**src/rtl/fpu_pkg.sv**
```systemverilog
// Shared floating-point helpers: default field widths, field extraction,
// operand classification and the canonical quiet NaN.
package fpu_pkg;

  localparam int EXP_W_DEF = 8;
  localparam int MAN_W_DEF = 23;
  // Widest word the helpers accept; callers size-cast results down.
  localparam int MAX_W = 64;

  typedef enum logic [3:0] {
    CL_ZERO = 4'b0001,
    CL_NORM = 4'b0010,
    CL_INF  = 4'b0100,
    CL_NAN  = 4'b1000
  } fp_class_e;

  function automatic int fp_width(input int exp_w, input int man_w);
    return 1 + exp_w + man_w;
  endfunction

  function automatic int fp_bias(input int exp_w);
    return (1 << (exp_w - 1)) - 1;
  endfunction

  function automatic logic fp_sign(input logic [MAX_W-1:0] w, input int exp_w, input int man_w);
    return |(w & (MAX_W'(1) << (exp_w + man_w)));
  endfunction

  function automatic logic [MAX_W-1:0] fp_exp(input logic [MAX_W-1:0] w, input int exp_w, input int man_w);
    return (w >> man_w) & ((MAX_W'(1) << exp_w) - MAX_W'(1));
  endfunction

  function automatic logic [MAX_W-1:0] fp_man(input logic [MAX_W-1:0] w, input int man_w);
    return w & ((MAX_W'(1) << man_w) - MAX_W'(1));
  endfunction

  // Denormals classify as zero so they are flushed on input.
  function automatic fp_class_e fp_class(input logic exp_ones, input logic exp_zero, input logic man_zero);
    if (exp_zero) return CL_ZERO;
    if (exp_ones) return man_zero ? CL_INF : CL_NAN;
    return CL_NORM;
  endfunction

  function automatic logic [MAX_W-1:0] fp_qnan(input int exp_w, input int man_w);
    return (((MAX_W'(1) << exp_w) - MAX_W'(1)) << man_w) | (MAX_W'(1) << (man_w - 1));
  endfunction

endpackage

```
**src/rtl/fadd_pipe_lzc.sv**
```systemverilog
// Parametrised leading-zero counter; an all-zero input returns N.
module lzc #(
  parameter int N  = 27,
  parameter int CW = $clog2(N + 1)
) (
  input  logic [N-1:0]  d,
  output logic [CW-1:0] cnt
);

  always_comb begin
    cnt = CW'(N);
    for (int i = 0; i < N; i++) begin
      if (d[i]) cnt = CW'(N - 1 - i);
    end
  end

endmodule

```
**src/rtl/fadd_pipe.sv**
```systemverilog
// Three-stage pipelined floating-point add/subtract with valid/ready on both
// sides: unpack/align, add/normalise, round/pack.
module fadd_pipe import fpu_pkg::*; #(
  parameter int EXP_W = EXP_W_DEF,
  parameter int MAN_W = MAN_W_DEF
) (
  input  logic                   clk,
  input  logic                   rstn,
  input  logic                   in_valid,
  output logic                   in_ready,
  input  logic                   in_sub,
  input  logic [EXP_W+MAN_W:0]   in_s,
  input  logic [EXP_W+MAN_W:0]   in_t,
  output logic                   out_valid,
  input  logic                   out_ready,
  output logic [EXP_W+MAN_W:0]   out_d,
  output logic                   out_overflow,
  output logic                   out_underflow
);

  localparam int W    = fp_width(EXP_W, MAN_W);
  localparam int E2   = EXP_W + 2;
  localparam int M3   = MAN_W + 3;
  localparam int N    = MAN_W + 4;
  localparam int SH_W = $clog2(MAN_W + 4);
  localparam int LZ_W = $clog2(N + 1);
  localparam logic [W-1:0]         QNAN   = W'(fp_qnan(EXP_W, MAN_W));
  localparam logic signed [E2-1:0] SH_MAX = E2'(M3);
  localparam logic signed [E2-1:0] E_MAX  = E2'((1 << EXP_W) - 1);
  localparam logic signed [E2-1:0] E_ZERO = '0;
  localparam logic signed [E2-1:0] E_ONE  = E2'(1);

  // Valid/ready: a transfer happens when valid && ready on a rising edge.
  // The whole pipe advances together; bubbles are carried, never collapsed.
  logic advance;
  assign advance  = !out_valid || out_ready;
  assign in_ready = advance;

  // ---------------- stage 1: unpack / classify / align ----------------
  logic             s_sign, t_sign, g_sign, l_sign, swap, sticky, spec;
  logic [EXP_W-1:0] s_exp, t_exp, g_exp, l_exp;
  logic [MAN_W-1:0] s_man, t_man, g_man, l_man;
  fp_class_e        s_cls, t_cls;
  logic signed [E2-1:0] diff;
  logic [SH_W-1:0]  sh;
  logic [M3-1:0]    l_ext, l_shift, mask;
  logic [W-1:0]     spec_w;

  always_comb begin
    s_sign = fp_sign(MAX_W'(in_s), EXP_W, MAN_W);
    t_sign = fp_sign(MAX_W'(in_t), EXP_W, MAN_W) ^ in_sub;
    s_exp  = EXP_W'(fp_exp(MAX_W'(in_s), EXP_W, MAN_W));
    t_exp  = EXP_W'(fp_exp(MAX_W'(in_t), EXP_W, MAN_W));
    s_man  = MAN_W'(fp_man(MAX_W'(in_s), MAN_W));
    t_man  = MAN_W'(fp_man(MAX_W'(in_t), MAN_W));
    s_cls  = fp_class(&s_exp, ~|s_exp, ~|s_man);
    t_cls  = fp_class(&t_exp, ~|t_exp, ~|t_man);
    swap   = {t_exp, t_man} > {s_exp, s_man};
    g_sign = swap ? t_sign : s_sign;
    g_exp  = swap ? t_exp  : s_exp;
    g_man  = swap ? t_man  : s_man;
    l_sign = swap ? s_sign : t_sign;
    l_exp  = swap ? s_exp  : t_exp;
    l_man  = swap ? s_man  : t_man;
    diff    = E2'(g_exp) - E2'(l_exp);
    sh      = (diff > SH_MAX) ? SH_W'(M3) : SH_W'(diff);
    l_ext   = {1'b1, l_man, 2'b00};
    l_shift = l_ext >> sh;
    mask    = ~({M3{1'b1}} << sh);
    sticky  = |(l_ext & mask);

    spec   = 1'b1;
    if (s_cls == CL_NAN || t_cls == CL_NAN ||
        (s_cls == CL_INF && t_cls == CL_INF && s_sign != t_sign))
      spec_w = QNAN;
    else if (s_cls == CL_INF)
      spec_w = {s_sign, {EXP_W{1'b1}}, {MAN_W{1'b0}}};
    else if (t_cls == CL_INF)
      spec_w = {t_sign, {EXP_W{1'b1}}, {MAN_W{1'b0}}};
    else if (s_cls == CL_ZERO && t_cls == CL_ZERO)
      spec_w = {s_sign & t_sign, {(W-1){1'b0}}};
    else if (s_cls == CL_ZERO)
      spec_w = {t_sign, t_exp, t_man};
    else if (t_cls == CL_ZERO)
      spec_w = {s_sign, s_exp, s_man};
    else begin
      spec   = 1'b0;
      spec_w = '0;
    end
  end

  logic                 s1_valid, s1_spec, s1_sign, s1_eff_sub;
  logic [W-1:0]         s1_spec_w;
  logic signed [E2-1:0] s1_exp;
  logic [N-1:0]         s1_sig_g, s1_sig_l;

  always_ff @(posedge clk or negedge rstn) begin
    if (!rstn) begin
      s1_valid <= 1'b0; s1_spec <= 1'b0; s1_spec_w <= '0; s1_sign <= 1'b0;
      s1_eff_sub <= 1'b0; s1_exp <= '0; s1_sig_g <= '0; s1_sig_l <= '0;
    end else if (advance) begin
      s1_valid   <= in_valid;
      s1_spec    <= spec;
      s1_spec_w  <= spec_w;
      s1_sign    <= g_sign;
      s1_eff_sub <= g_sign ^ l_sign;
      s1_exp     <= E2'(g_exp);
      s1_sig_g   <= {1'b1, g_man, 3'b000};
      s1_sig_l   <= {l_shift, sticky};
    end
  end

  // ---------------- stage 2: add / normalise ----------------
  logic [N:0]           sum;
  logic [LZ_W-1:0]      lz;
  logic [N-1:0]         norm;
  logic signed [E2-1:0] n_exp;

  lzc #(.N(N)) u_lzc (.d(sum[N-1:0]), .cnt(lz));

  always_comb begin
    sum = s1_eff_sub ? ({1'b0, s1_sig_g} - {1'b0, s1_sig_l})
                     : ({1'b0, s1_sig_g} + {1'b0, s1_sig_l});
    if (sum[N]) begin
      norm  = {sum[N:2], sum[1] | sum[0]};
      n_exp = s1_exp + E_ONE;
    end else begin
      norm  = sum[N-1:0] << lz;
      n_exp = s1_exp - E2'(lz);
    end
  end

  logic                 s2_valid, s2_spec, s2_sign, s2_zero;
  logic [W-1:0]         s2_spec_w;
  logic signed [E2-1:0] s2_exp;
  logic [N-1:0]         s2_norm;

  always_ff @(posedge clk or negedge rstn) begin
    if (!rstn) begin
      s2_valid <= 1'b0; s2_spec <= 1'b0; s2_spec_w <= '0; s2_sign <= 1'b0;
      s2_zero <= 1'b0; s2_exp <= '0; s2_norm <= '0;
    end else if (advance) begin
      s2_valid  <= s1_valid;
      s2_spec   <= s1_spec;
      s2_spec_w <= s1_spec_w;
      s2_sign   <= s1_sign;
      s2_zero   <= (sum == '0);
      s2_exp    <= n_exp;
      s2_norm   <= norm;
    end
  end

  // ---------------- stage 3: round (nearest-even) / pack ----------------
  logic                 round_up;
  logic [MAN_W+1:0]     rsig;
  logic [MAN_W-1:0]     r_man;
  logic signed [E2-1:0] r_exp;
  logic [W-1:0]         res_d;
  logic                 res_ovf, res_udf;

  always_comb begin
    round_up = s2_norm[2] & (s2_norm[1] | s2_norm[0] | s2_norm[3]);
    rsig     = {1'b0, s2_norm[N-1:3]} + (MAN_W+2)'(round_up);
    if (rsig[MAN_W+1]) begin
      r_man = rsig[MAN_W:1];
      r_exp = s2_exp + E_ONE;
    end else begin
      r_man = rsig[MAN_W-1:0];
      r_exp = s2_exp;
    end
    res_ovf = 1'b0;
    res_udf = 1'b0;
    if (s2_spec)
      res_d = s2_spec_w;
    else if (s2_zero)
      res_d = '0;
    else if (r_exp >= E_MAX) begin
      res_d   = {s2_sign, {EXP_W{1'b1}}, {MAN_W{1'b0}}};
      res_ovf = 1'b1;
    end else if (r_exp <= E_ZERO) begin
      res_d   = {s2_sign, {(W-1){1'b0}}};
      res_udf = 1'b1;
    end else
      res_d = {s2_sign, r_exp[EXP_W-1:0], r_man};
  end

  always_ff @(posedge clk or negedge rstn) begin
    if (!rstn) begin
      out_valid <= 1'b0; out_d <= '0; out_overflow <= 1'b0; out_underflow <= 1'b0;
    end else if (advance) begin
      out_valid     <= s2_valid;
      out_d         <= res_d;
      out_overflow  <= res_ovf;
      out_underflow <= res_udf;
    end
  end

endmodule

```
**config.mk**
```make
export PLATFORM = sky130hd
export DESIGN_NAME = fadd_pipe
export DESIGN_NICKNAME = d
export VERILOG_FILES = /design/src/rtl/fpu_pkg.sv /design/src/rtl/fadd_pipe_lzc.sv /design/src/rtl/fadd_pipe.sv
export SDC_FILE = /design/constraint.sdc
export NUM_CORES = 1
export LEC_CHECK = 0
export BUFFER_PORTS_ARGS = -buffer_cell sky130_fd_sc_hd__buf_2
export CORE_MARGIN = 2
export CORE_UTILIZATION = 40
export DETAILED_ROUTE_END_ITERATION = 12
export PLACE_DENSITY = 0.6
export SLEW_MARGIN = 20
export SYNTH_ARGS = -nofsm -noshare
export SYNTH_HDL_FRONTEND = slang
export SYNTH_SLANG_ARGS = --single-unit
```
**constraint.sdc**
```tcl
create_clock -name clk -period 5 [get_ports clk]
set_input_delay 0.25 -clock clk [delete_from_list [all_inputs] [get_ports clk]]
set_output_delay 0.25 -clock clk [all_outputs]
set_load 0.05 [all_outputs]
```
-- Yosys cells after proc, flatten, opt, wreduce, memory -nomap -nowiden
Cells that the tools add are included.
- register bits after elaboration: 203
- output and inout port bits: 36
- reductions and logical operators: 15
- muxes and demuxes: 76
- bitwise logic cells: 9
- equality and inequality tests: 7
- shift operators: 3
- $add $sub $neg: 7
- order comparisons: 4
- operator list (operator ; number):
    $mux 32 ; 8
    $mux 5 ; 17
    $mux 4 ; 18
    $mux 23 ; 3
    $mux 31 ; 2
    $reduce_or 23->1 ; 2
    $gt 31x31->1 ; 1
    $add 27x27->28 ; 1
    $logic_not 28->1 ; 1
    $mux 28 ; 1
    $sub 27x27->28 ; 1
    $mux 27 ; 1
    $shl 27x5->27 ; 1
    $and 26x26->26 ; 1
    $not 26->26 ; 1
    $reduce_or 26->1 ; 1
    $shl 26x5->26 const A ; 1
    $shr 26x5->26 ; 1
    $add 24x1->25 ; 1
    $mux 1 ; 20
    $mux 10 ; 2
    $mux 8 ; 2
    $reduce_and 8->1 ; 2
    $reduce_or 8->1 ; 2
    18 further kinds ; 30

-- Depth between registers and ports, before layout
Gate-level depths: netlist of the first run.
- depth in word-level cells: 31
- depth in mapped cells: 28
- gate-level depth less buffers: 21

-- Cells and area by module
Synthesis of the first run repeated with hierarchy kept, for this count alone.
- cells, all modules: 2385
- area, all modules: 18004.8 um^2
- by module, submodules not included (module ; instances ; area each (um^2) ; cells an instance):
    fadd_pipe ; 1 ; 17727.0 ; 2334
    lzc ; 1 ; 277.8 ; 51

-- Worst setup path after synthesis of the first run
OpenSTA, ideal clock, no wires.
- path kind: input to register
- start point: input port in_s[25]
- end point: register s1_sig_l[3]
- required time: 4.874 ns
- data arrival time: 5.630 ns
- setup slack: -0.756 ns
- stages: 27
- library setup time: 0.126 ns
- path through: inv_1 > ha_1 > buf_2 > o21ai_0 > o211ai_1 > and2_4 > or4_4 > buf_6 > nand2_1 > clkbuf_1 > buf_1 > clkbuf_1 > nor2_1 > a21oi_1 > ha_1 > a311oi_1 > nor3_1 > o41a_1 > nand4b_2 > nor3_4 > nand2b_1 > buf_4 > nor2_1 > a311o_1 > mux2i_1 > nor3_1 > o32a_1
- cells in the longest elaborated chain, start to end: 6
- RTL lines (what ; RTL line ; source):
    from (decl) ; fadd_pipe.sv:12 ; input logic [EXP_W+MAN_W:0] in_s,
    $gt 31x31->1 ; fadd_pipe.sv:58 ; swap = {t_exp, t_man} > {s_exp, s_man};
    $mux 8 (on tied branches) ; fadd_pipe.sv:60, fadd_pipe.sv:63 ;
    $sub 8x8->9 ; fadd_pipe.sv:65 ; diff = E2'(g_exp) - E2'(l_exp);
    $gt 9x6->1 ; fadd_pipe.sv:66 ; sh = (diff > SH_MAX) ? SH_W'(M3) : SH_W'(diff);
    $mux 5 ; fadd_pipe.sv:66 ;
    $shr 26x5->26 (*) ; fadd_pipe.sv:68 ; l_shift = l_ext >> sh;
    to (signal assigned) ; fadd_pipe.sv:109 ; s1_sig_l <= {l_shift, sticky};
    to (decl) ; fadd_pipe.sv:95 ; logic [N-1:0] s1_sig_g, s1_sig_l;
Mark *: on every way between the ends. The rest lies on a longest branch, timed or not.
A chain may end at the register's enable or synchronous reset.

-- Worst setup path in the final report of the first run
- start point: register s1_sig_l[3]
- end point: register s2_norm[24]
- cells in the longest elaborated chain, start to end: 28
- RTL lines (what ; RTL line ; source):
    $add 27x27->28 or $sub 27x27->28 (tied branches) ; fadd_pipe.sv:123, fadd_pipe.sv:122 ;
    $mux 28 (*) ; fadd_pipe.sv:122 ; sum = s1_eff_sub ? ({1'b0, s1_sig_g} - {1'b0, s1_sig_l})
    $mux 4 (8 in series) ; fadd_pipe_lzc.sv:13 ; if (d[i]) cnt = CW'(N - 1 - i);
    $mux 5 (16 in series) ; fadd_pipe_lzc.sv:13 ;
    $shl 27x5->27 ; fadd_pipe.sv:128 ; norm = sum[N-1:0] << lz;
    $mux 27 (*) ; fadd_pipe.sv:124 ; if (sum[N]) begin
    to (signal assigned) ; fadd_pipe.sv:149 ; s2_norm <= norm;
    to (decl) ; fadd_pipe.sv:136 ; logic [N-1:0] s2_norm;
Marks and branches as above.

==> results.cfg, run 1 <==
[timing]
slew_headroom_pct = 36.8
setup_viol = 4
finalWorstSetupSlack_ps = -8.96
post-route-period-util_pct = 100
hold_ws_ps = 98.7
period_needed_ps = 5010
max_freq_ghz = 0.200
fin_worst_skew_ps = 13.7
maxSlewViolCount = 0
hold_viol = 0
worstMarginPinSlew_ps = 947
rsz0062_at_grt = yes

[floorplanning]
die_y_microns = 214
die_area_sq_um = 45800
initial_core_util_pct = 40.8
placementRows = 76
core-area_sq_um = 43300
io-pin-count = 105
die_w_microns = 214

[power_and_ir_drop]
powerDensity_nw_per_um2 = 691
power.ir.vdd_worst_v = 0.000399
p_leak_uw = 0.0101

[outcome]
violations = setup timing
run_status = finished, violations left

[grt]
grt_pass1_vias = 18912
grt-ovfl-total = 0
grt_pass1_wl_microns = 110000
track_usage_pct = 30.1
grt_max_degree = 204
antenna_found_initial = 0

[detailed_routing]
via_per_inst = 6.00
ant_nets = 0
drt_wl_total_microns = 70700
drt_pass1_iterations = 6
drtIter0Drc = 1806
via_count = 19501
wl_per_cell_microns = 21.8
route.detailed.drc = 0

[critical_path]
arrival_ps = 5380
critical_path_class = register to register
end_kind = register
crit_required_ps = 5370
crit_fanout = 7
start_kind = register

[yosys]
ys_seq_area_share_pct = 28.8
ys_warn_count = 0
synth_nets = 2439
synth-edff-count = 0
synth_top_cell_area_share_pct = 28.8
synth_area_sq_um = 17600
synthCells = 2279
ys_ff_latch = 203
postSynthAreaPerCell_sq_um = 7.74
synthTopCellsByArea = dfrtp_1 (29%), nand2_1 (6.9%), ha_1 (6.3%)
synthArstFlopShare_pct = 100
synth_top_area_cell = dfrtp_1
synthFlopType = dfrtp_1
synth_cell_types = 109

[placed_design]
dpl.cell_count = 3193
portBuffers = 104
hpwl_microns = 55500
place.gp.congestion = 1.02

[clock_network]
cts.sinks = 203
htreeDepth = 1
cts_tree = done
clock_path_buffers = 3
clock_latency_ps = 540
clkTransAtPathRegs_ps = 60
cts-root-buf = clkbuf_16
cts_made_buffers = 24

[layout]
mostFrequentLayoutCells = buf_4 (369), nand2_1 (316), nor2_1 (240), dfrtp_1 (199), o21ai_0 (177)
diodes = 0
layout_commonest_cell = buf_4
fin_util_pct = 52.2
stdcell_count = 3250
area_growth_pct = 28.0
layout-drive-gt1-share_pct = 25.4
nNetsFinal = 2809

[min_path]
hold_path.class = primary input to register

[job]
cap_viol_max_count = 0
cells by family (layout without fill, tap and decap cells):
| logic type | count (synthesis) | in the layout | share of synthesized area [%] |
|---|---|---|---|
| adders and majority gates | 91 | 91 | 6.54 |
| xor gates and xnor gates | 62 | 62 | 3.08 |
| AOI/OAI and AO/OA | 736 | 736 | 27.6 |
| buffers and inverters | 238 | 624 | 5.51 |
| DFF | 203 | 203 | 28.8 |
| and+or+nand+nor | 846 | 846 | 22.3 |
| muxes | 103 | 103 | 6.12 |
power by group:
group / internal (uW) / switching [uW]
logic: 4740 / 6360
registers: 2160 / 524
clock network: 1100 / 723
total: 7990 / 7610
synth_stat cells, types with 23 or more instances:
cell and number:
mux2_2 26, xnor2_1 40, clkbuf_1 104, o21ai_0 185, inv_1 96, nand4_1 42, a221oi_1 29, nor4_1 24
nor3_1 44, nand3_1 41, nand2_1 322, mux2i_1 76, a22oi_1 37, nor2_1 244, dfrtp_1 203, a31oi_1 31
a21oi_1 179, ha_1 89, o211ai_1 23, o22ai_1 23
path summary, 6_finish.rpt:
path / to / start / slack [ps] / depth (start not counted)
setup / recovery: s2_norm[24]$_DFFE_PN0P_ / s1_sig_l[3]$_DFFE_PN0P_ / -9 / 20
hold / removal: s1_sign$_DFFE_PN0P_ / in_s[31] / 100 / 3
setup reg to reg: s2_norm[24]$_DFFE_PN0P_ / s1_sig_l[3]$_DFFE_PN0P_ / -9 / 20
hold reg to reg: s2_valid$_DFFE_PN0P_ / s2_valid$_DFFE_PN0P_ / 460 / 2
max in group asynchronous: s1_spec_w[2]$_DFFE_PN0P_ / rstn / 3400 / 3
min in group asynchronous: s2_norm[23]$_DFFE_PN0P_ / rstn / 330 / 2
sequential cells by signal, indices dropped and copies added (netlist names), 8 cells and up:
register,flops
out_d,32
s1_exp,8
s1_sig_g,24
s1_sig_l,27
s1_spec_w,32
s2_exp,10
s2_norm,27
s2_spec_w,32
cell type report:
type | instances | area [sq um]
Multi-Input combinational cell | 1838 | 12100
Clock inverter | 12 | 161
Clock buffer | 30 | 663
Timing Repair Buffer | 482 | 3430
Inverter | 100 | 382
Fill cell | 4189 | 20700
Tap cell | 585 | 732
Sequential cell | 203 | 5080
repair_timing:
action,4_1_cts,5_1_grt
pin swaps,9,30
hold endpoints to repair,104,0
buffers inserted,9,4
gates cloned,0,0
resized for setup,17,82
hold buffers,2,0
setup endpoints to repair,21,33
stage by stage:
step / setup TNS [ps] / cell area [sq um] / setup WS (ps) / power, uW
5_1_grt: -927 / 22600 / -80.1 / 16600
2_1_floorplan: -9.07 / 17800 / -9.07 / 8700
3_3_place_gp: -1890 / 21200 / -253 / 12800
4_1_cts: 0 / 22200 / 4.83 / 14900
3_5_place_dp: -4440 / 21200 / -257 / 12900
6_report: -19.2 / 22600 / -8.96 / 15600
critical path, stage by stage (launching register included):
cell and delay [ps]:
dfrtp_1 400, inv_2 60, ha_4 280, or4b_4 500, a211oi_4 350, nor2_2 80
o21ai_2 210, a31oi_1 130, or4_4 560, nand3_2 110, a311oi_2 60, o311a_4 420
buf_6 140, nor2_8 150, buf_6 170, buf_4 120, mux2_2 330, mux2_2 290
o22ai_2 200, o32a_1 180, o221ai_1 100
metal layers:
layer  track usage [%]  part of all wire (%)  vias to the layer above
li1                  -                     -                     9117
met1              41.8                    45                     9400
met2              47.2                    44                      810
met3              3.27                   5.9                      174
met4              13.3                   4.8                        0
met5                 0                     0                        -
Power figures use the tool's default switching activity.
==> run 2, diff against run 1 <==
Settings changed: SETUP_SLACK_MARGIN set to 0.4.
==> run 2 against run 1 <==
  * The flow now finishes without violations
  * Utilization up 4.1 points
  * Maximum frequency up 3.5%
  * Highest routed layer is now met5
  * Clock skew up 6.0 ps
  * Worst setup slack better by 170 ps
  * Sequential share of layout area down 1.6 points
  * Via count up 0.87%
  * Non-clock buffer count up 27
  * Sequential power about the same
  * Combinational power up 23%
  * Register-to-register slack better by 170 ps
  * Global-route usage up 0.46 points
==> results.cfg, run 2 (synthesis results as in run 1) <==
[outcome]
run_status = completed

[power_and_ir_drop]
powerDensity_nw_per_um2 = 738
power.ir.vdd_worst_v = 0.000393
p_leak_uw = 0.0105

[floorplanning]
die_y_microns = 214
io-pin-count = 105
die_w_microns = 214
die_area_sq_um = 45800
initial_core_util_pct = 40.8
placementRows = 76
core-area_sq_um = 43300

[clock_network]
cts.sinks = 203
cts-root-buf = clkbuf_16
htreeDepth = 1
clkTransAtPathRegs_ps = 60
clock_path_buffers = 3
cts_made_buffers = 23
cts_tree = done
clock_latency_ps = 540

[detailed_routing]
met1_length_microns = 32900
ant_nets = 0
dr.max_layer_used = met5
route.detailed.drc = 0
wl_per_cell_microns = 22.3
via_count = 19670
wl_met2_microns = 33000
drt_pass1_iterations = 8
via_per_inst = 6.01
dr_wl_met3_microns = 4500
drt_wl_total_microns = 72900
drtIter0Drc = 2070

[critical_path]
r2r_end = s2_norm[9]$_DFFE_PN0P_
critPathCapture = s2_norm[9]$_DFFE_PN0P_
r2r.worst_path.cells = 21
crit_family = compound AO/OA/AOI/OAI gates
crit_slowest_cell = or4b_4
arrival_ps = 5270
r2r_start = s1_sig_l[3]$_DFFE_PN0P_
cp.depth = 21
start_kind = register
crit_start = s1_sig_l[3]$_DFFE_PN0P_
critical_path_class = register to register
path_cells = inv_2, ha_4, or4b_4, a211oi_4, buf_4, o21ai_2, o31ai_2, xor2_1, a211oi_2, o311ai_2, buf_4, a311oi_2, o311a_4, nor2_4, buf_12, mux2_4, buf_6, nand4_1, nand4_1, a221oi_2, nor2_1
crit_fanout = 5
crit_required_ps = 5430
rrSetupSlack_ps = 160
cp.buffers_inverters = 5
slowest_delay_ps = 480
end_kind = register

[timing]
period_needed_ps = 4840
worstMarginPinSlew_ps = 878
hold_viol = 0
finalWorstSetupSlack_ps = 162
slew_headroom_pct = 41.5
max_freq_ghz = 0.207
post-route-period-util_pct = 96.8
maxSlewViolCount = 0
rsz0062_at_grt = yes
hold_ws_ps = 78.4
setup_viol = 0
setup-tns-final_ps = 0
fin_worst_skew_ps = 19.7

[min_path]
min_path_cells = 3
hold_path.class = primary input to register

[placed_design]
place.gp.congestion = 1.04
hpwl_microns = 56400
portBuffers = 104
placedInstanceArea_sq_um = 21500
dpl_worst_slack_ps = -162
dpl.cell_count = 3176

[layout]
layout-drive-gt1-share_pct = 32.3
mostFrequentLayoutCells = buf_4 (358), nand2_1 (314), nor2_1 (239), dfrtp_1 (199), o21ai_0 (156)
area_growth_pct = 38.1
stdcell_count = 3275
nNetsFinal = 2836
fin_area_sq_um = 24300
reg_top3 = out_d: 32 flops, s1_spec_w: 32 flops, s2_spec_w: 32 flops
layout_commonest_cell = buf_4
diodes = 0

[grt]
grt-ovfl-total = 0
track_usage_pct = 30.5
grt_pass1_vias = 18939
grt_pass1_wl_microns = 111000
antenna_found_initial = 3
grt_max_degree = 120

[job]
cap_viol_max_count = 0
[run 2: cell count changes in the layout (fill, tap and decap cells not counted), sizes merged]
cell | before | now
clkbuf | 31 | 33
buf | 479 | 506
clkinvlp | 4 | 3
clkinv | 7 | 5
bufinv | 3 | 1
nor2 | 246 | 247
[run 2: cell type report]
class / count / area [sq um]
tap: 585 / 732
sequential: 203 / 5080
inverter: 100 / 442
clock inverter: 7 / 77.6
clock buffer: 32 / 679
multi-input combinational: 1839 / 13400
timing repair buffer: 509 / 3940
fill: 4006 / 18900
[run 2: power by group]
| part | total [uW] | internal [uW] | switching [uW] |
|---|---|---|---|
| clock network | 1700 | 999 | 701 |
| registers | 2690 | 2160 | 535 |
| logic | 13600 | 6160 | 7420 |
[run 2: worst min path at each step]
stage / endpoint / from
2_1_floorplan: out_d[0]$_DFFE_PN0P_ / rstn
3_3_place_gp: s2_valid$_DFFE_PN0P_ / s2_valid$_DFFE_PN0P_
5_1_grt: s1_sign$_DFFE_PN0P_ / in_s[31]
3_5_place_dp: s2_spec_w[28]$_DFFE_PN0P_ / s2_spec_w[28]$_DFFE_PN0P_
6_report: s1_spec_w[26]$_DFFE_PN0P_ / in_s[26]
4_1_cts: s1_spec_w[26]$_DFFE_PN0P_ / in_s[26]
[run 2: layer usage]
layer | up-vias | global-route usage, %
met4 | 6 | 10.0
li1 | 9180 | -
met3 | 141 | 3.27
met1 | 9555 | 43.4
met2 | 788 | 48.5
met5 | - | 0
[run 2: worst min-delay path: stages]
cell and delay (ps):
buf_2 110, a22oi_1 90, a21oi_1 140
[run 2: what timing repair did]
| action | in CTS | in global routing |
|---|---|---|
| pin swaps | 62 | 77 |
| hold endpoints to repair | 118 | 0 |
| cloned | 1 | 1 |
| setup endpoints to repair | 35 | 66 |
| gates resized for setup | 162 | 180 |
| buffers inserted | 24 | 31 |
| hold buffers | 2 | 0 |
[run 2: metrics by stage]
step	util, %	total power (uW)
after floorplan	-	8860
after CTS	53.7	16400
after global routing	56.3	18900
after detailed placement	49.8	13200
final	56.3	18000
after global placement	49.8	13100
==> run 3, diff against run 2 <==
Settings changed: CTS_BUF_LIST set to sky130_fd_sc_hd__clkbuf_4 sky130_fd_sc_hd__clkbuf_8.
Clock period 5 ns to 4.4 ns, I/O delays scaled along.
==> run 3 against run 2 <==
  * The run now ends with setup timing left
  * Power grew 23%
  * Register-to-register slack lost 690 ps
  * Maximum frequency shrank 1.7%
  * Clock skew grew 7.5 ps
  * Worst setup slack lost 690 ps
  * Critical path depth shrank 1
  * Cell area grew 13%
  * Via count grew 7.3%
  * Critical path type unchanged
  * Largest cell class unchanged
==> results.cfg, run 3 (synthesis results as in run 1) <==
[layout]
layout-drive-gt1-share_pct = 42.2
fillers = 3854
reg_top3 = out_d: 32 flops, s1_spec_w: 32 flops, s2_spec_w: 32 flops
layout_commonest_cell = buf_4
nNetsFinal = 3129
fin_util_pct = 63.4
area_growth_pct = 55.6
regArea_sq_um = 5080
mostFrequentLayoutCells = buf_4 (612), nand2_1 (297), nor2_1 (222), dfrtp_1 (200), a21oi_1 (153)
multiInputGateArea_sq_um = 14100

[floorplanning]
die_w_microns = 214
initial_core_util_pct = 40.8
die_area_sq_um = 45800
io-pin-count = 105
die_y_microns = 214
placementRows = 76
core-area_sq_um = 43300

[timing]
worstMarginPinSlew_ps = 1030
max_freq_ghz = 0.203
post-route-period-util_pct = 112
slew_headroom_pct = 30.3
hold_viol = 0
setup_viol = 47
setup-tns-final_ps = -14150
maxSlewViolCount = 0
rsz0062_at_grt = yes
fin_worst_skew_ps = 27.2
finalWorstSetupSlack_ps = -524
period_needed_ps = 4920

[detailed_routing]
wl_per_cell_microns = 22.5
ant_nets = 0
via_count = 21110
via_per_inst = 5.90
drt_wl_total_microns = 80700
drt_pass1_iterations = 6
route.detailed.drc = 0
drtIter0Drc = 2032

[critical_path]
end_kind = register
cpMostUsedCell = buf_4
r2r_end = s2_norm[24]$_DFFE_PN0P_
arrival_ps = 5320
path_cells = ha_4, or4b_4, a211oi_4, buf_4, buf_6, o2111a_1, o22ai_1, xnor2_2, o311ai_4, buf_4, a311oi_4, o311a_4, nor2_8, buf_12, buf_4, mux2i_4, mux2_4, o22ai_4, o32a_1, o221ai_1
crit_start = s1_sig_g[3]$_DFFE_PN0P_
start_kind = register
cp.buffers_inverters = 5
r2r_start = s1_sig_g[3]$_DFFE_PN0P_
crit_fanout = 8
critical_path_class = register to register
r2r.worst_path.cells = 20
slowest_delay_ps = 480
crit_slowest_cell = or4b_4
crit_required_ps = 4790
rrSetupSlack_ps = -520
crit_family = compound AO/OA/AOI/OAI gates

[clock_network]
clkTransAtPathRegs_ps = 70
cts-root-buf = clkbuf_8
htreeDepth = 2
cts.sinks = 203
cts_tree = done
clock_path_buffers = 3
cts_made_buffers = 36
clock_latency_ps = 560

[power_and_ir_drop]
powerDensity_nw_per_um2 = 808
seq_power_share_pct = 13.8
intPower_uw = 11600
power.ir.vdd_worst_v = 0.000552
p_leak_uw = 0.0122
power_frac_clock_pct = 8.6
p_comb_share_pct = 77.6
p_sw_uw = 10500
sw_frac_of_total_pct = 47.4

[grt]
grt-ovfl-total = 0
grt_pass1_vias = 20641
grt_max_degree = 106
antenna_found_initial = 3
track_usage_pct = 34.0
grt_pass1_wl_microns = 122000

[placed_design]
portBuffers = 104
hpwl_microns = 62300
place.gp.congestion = 0.994

[outcome]
violations = setup timing
run_status = finished, violations left

[job]
cap_viol_max_count = 0

[min_path]
hold_path.class = primary input to register
hp-start = in_s[31]
min_to = s1_spec_w[31]$_DFFE_PN0P_
min_path_cells = 3
[run 3: cell types whose count changed in the layout (fill, tap and decap cells not counted), sizes merged]
cell,delta
nor2,-1
clkbuf,+22
inv,-1
diode,+1
buf,+281
clkinv,+2
clkinvlp,+1
[run 3: worst max-delay path by stage]
stage,end,depth (start not counted)
2_1_floorplan,s1_sig_l[3]$_DFFE_PN0P_,26
6_report,s2_norm[24]$_DFFE_PN0P_,20
3_3_place_gp,s2_norm[19]$_DFFE_PN0P_,18
4_1_cts,s2_exp[6]$_DFFE_PN0P_,19
3_5_place_dp,s1_sig_l[3]$_DFFE_PN0P_,25
5_1_grt,s2_exp[4]$_DFFE_PN0P_,24
[run 3: final cells by class]
| type | instances | area share [%] |
|---|---|---|
| Multi-Input combinational cell | 1838 | 51.3 |
| Timing Repair Buffer | 790 | 23.0 |
| Sequential cell | 203 | 18.5 |
| Clock buffer | 54 | 2.53 |
| Inverter | 100 | 1.65 |
| Antenna cell | 1 | 0.00912 |
| Clock inverter | 9 | 0.328 |
| Tap cell | 585 | 2.67 |
[run 3: per-layer routing]
layer / up-vias / track usage (%) / part of all wire (%) / wire length [microns]
li1: 9773 / - / - / -
met1: 10250 / 45.9 / 43 / 34600
met2: 888 / 55.5 / 46 / 37400
met3: 195 / 4.13 / 6.3 / 5120
met4: 4 / 13.3 / 4.3 / 3480
met5: - / 0 / 0.032 / 26
[run 3: timing repair]
| item | 4_1_cts | 5_1_grt |
|---|---|---|
| hold endpoints to repair | 105 | 0 |
| setup endpoints to repair | 64 | 86 |
| hold buffers | 2 | 0 |
| buffers inserted | 71 | 43 |
| pin swaps | 113 | 111 |
| cloned | 1 | 0 |
| gates resized for setup | 261 | 211 |
[run 3: metrics by stage]
stage | std cells | hold WS [ps] | setup slack [ps] | total power [uW] | area [sq um]
2_1_floorplan | 2279 | -75.6 | -550 | 10600 | 18600
3_3_place_gp | 3399 | 408 | -753 | 16700 | 23600
3_5_place_dp | 3399 | 411 | -786 | 16800 | 23600
4_1_cts | 3536 | 21.3 | -378 | 20200 | 26100
5_1_grt | 3579 | 34.9 | -696 | 23300 | 27400
6_report | 3580 | 51.4 | -524 | 22200 | 27400
[run 3: power by group through the flow]
stage / Clock [uW] / Sequential [uW] / Combinational, uW
CTS: 1950 / 3040 / 15200
floorplan: 0 / 3400 / 7220
global placement: 0 / 3040 / 13700
global route: 2020 / 3110 / 18100
detailed placement: 0 / 3060 / 13800
finish: 1910 / 3060 / 17200
[run 3: worst min-delay path, delay by kind of cell]
kind | cells | cell delay [ps]
AO/OA/AOI/OAI | 2 | 190
buffers and inverters | 1 | 140
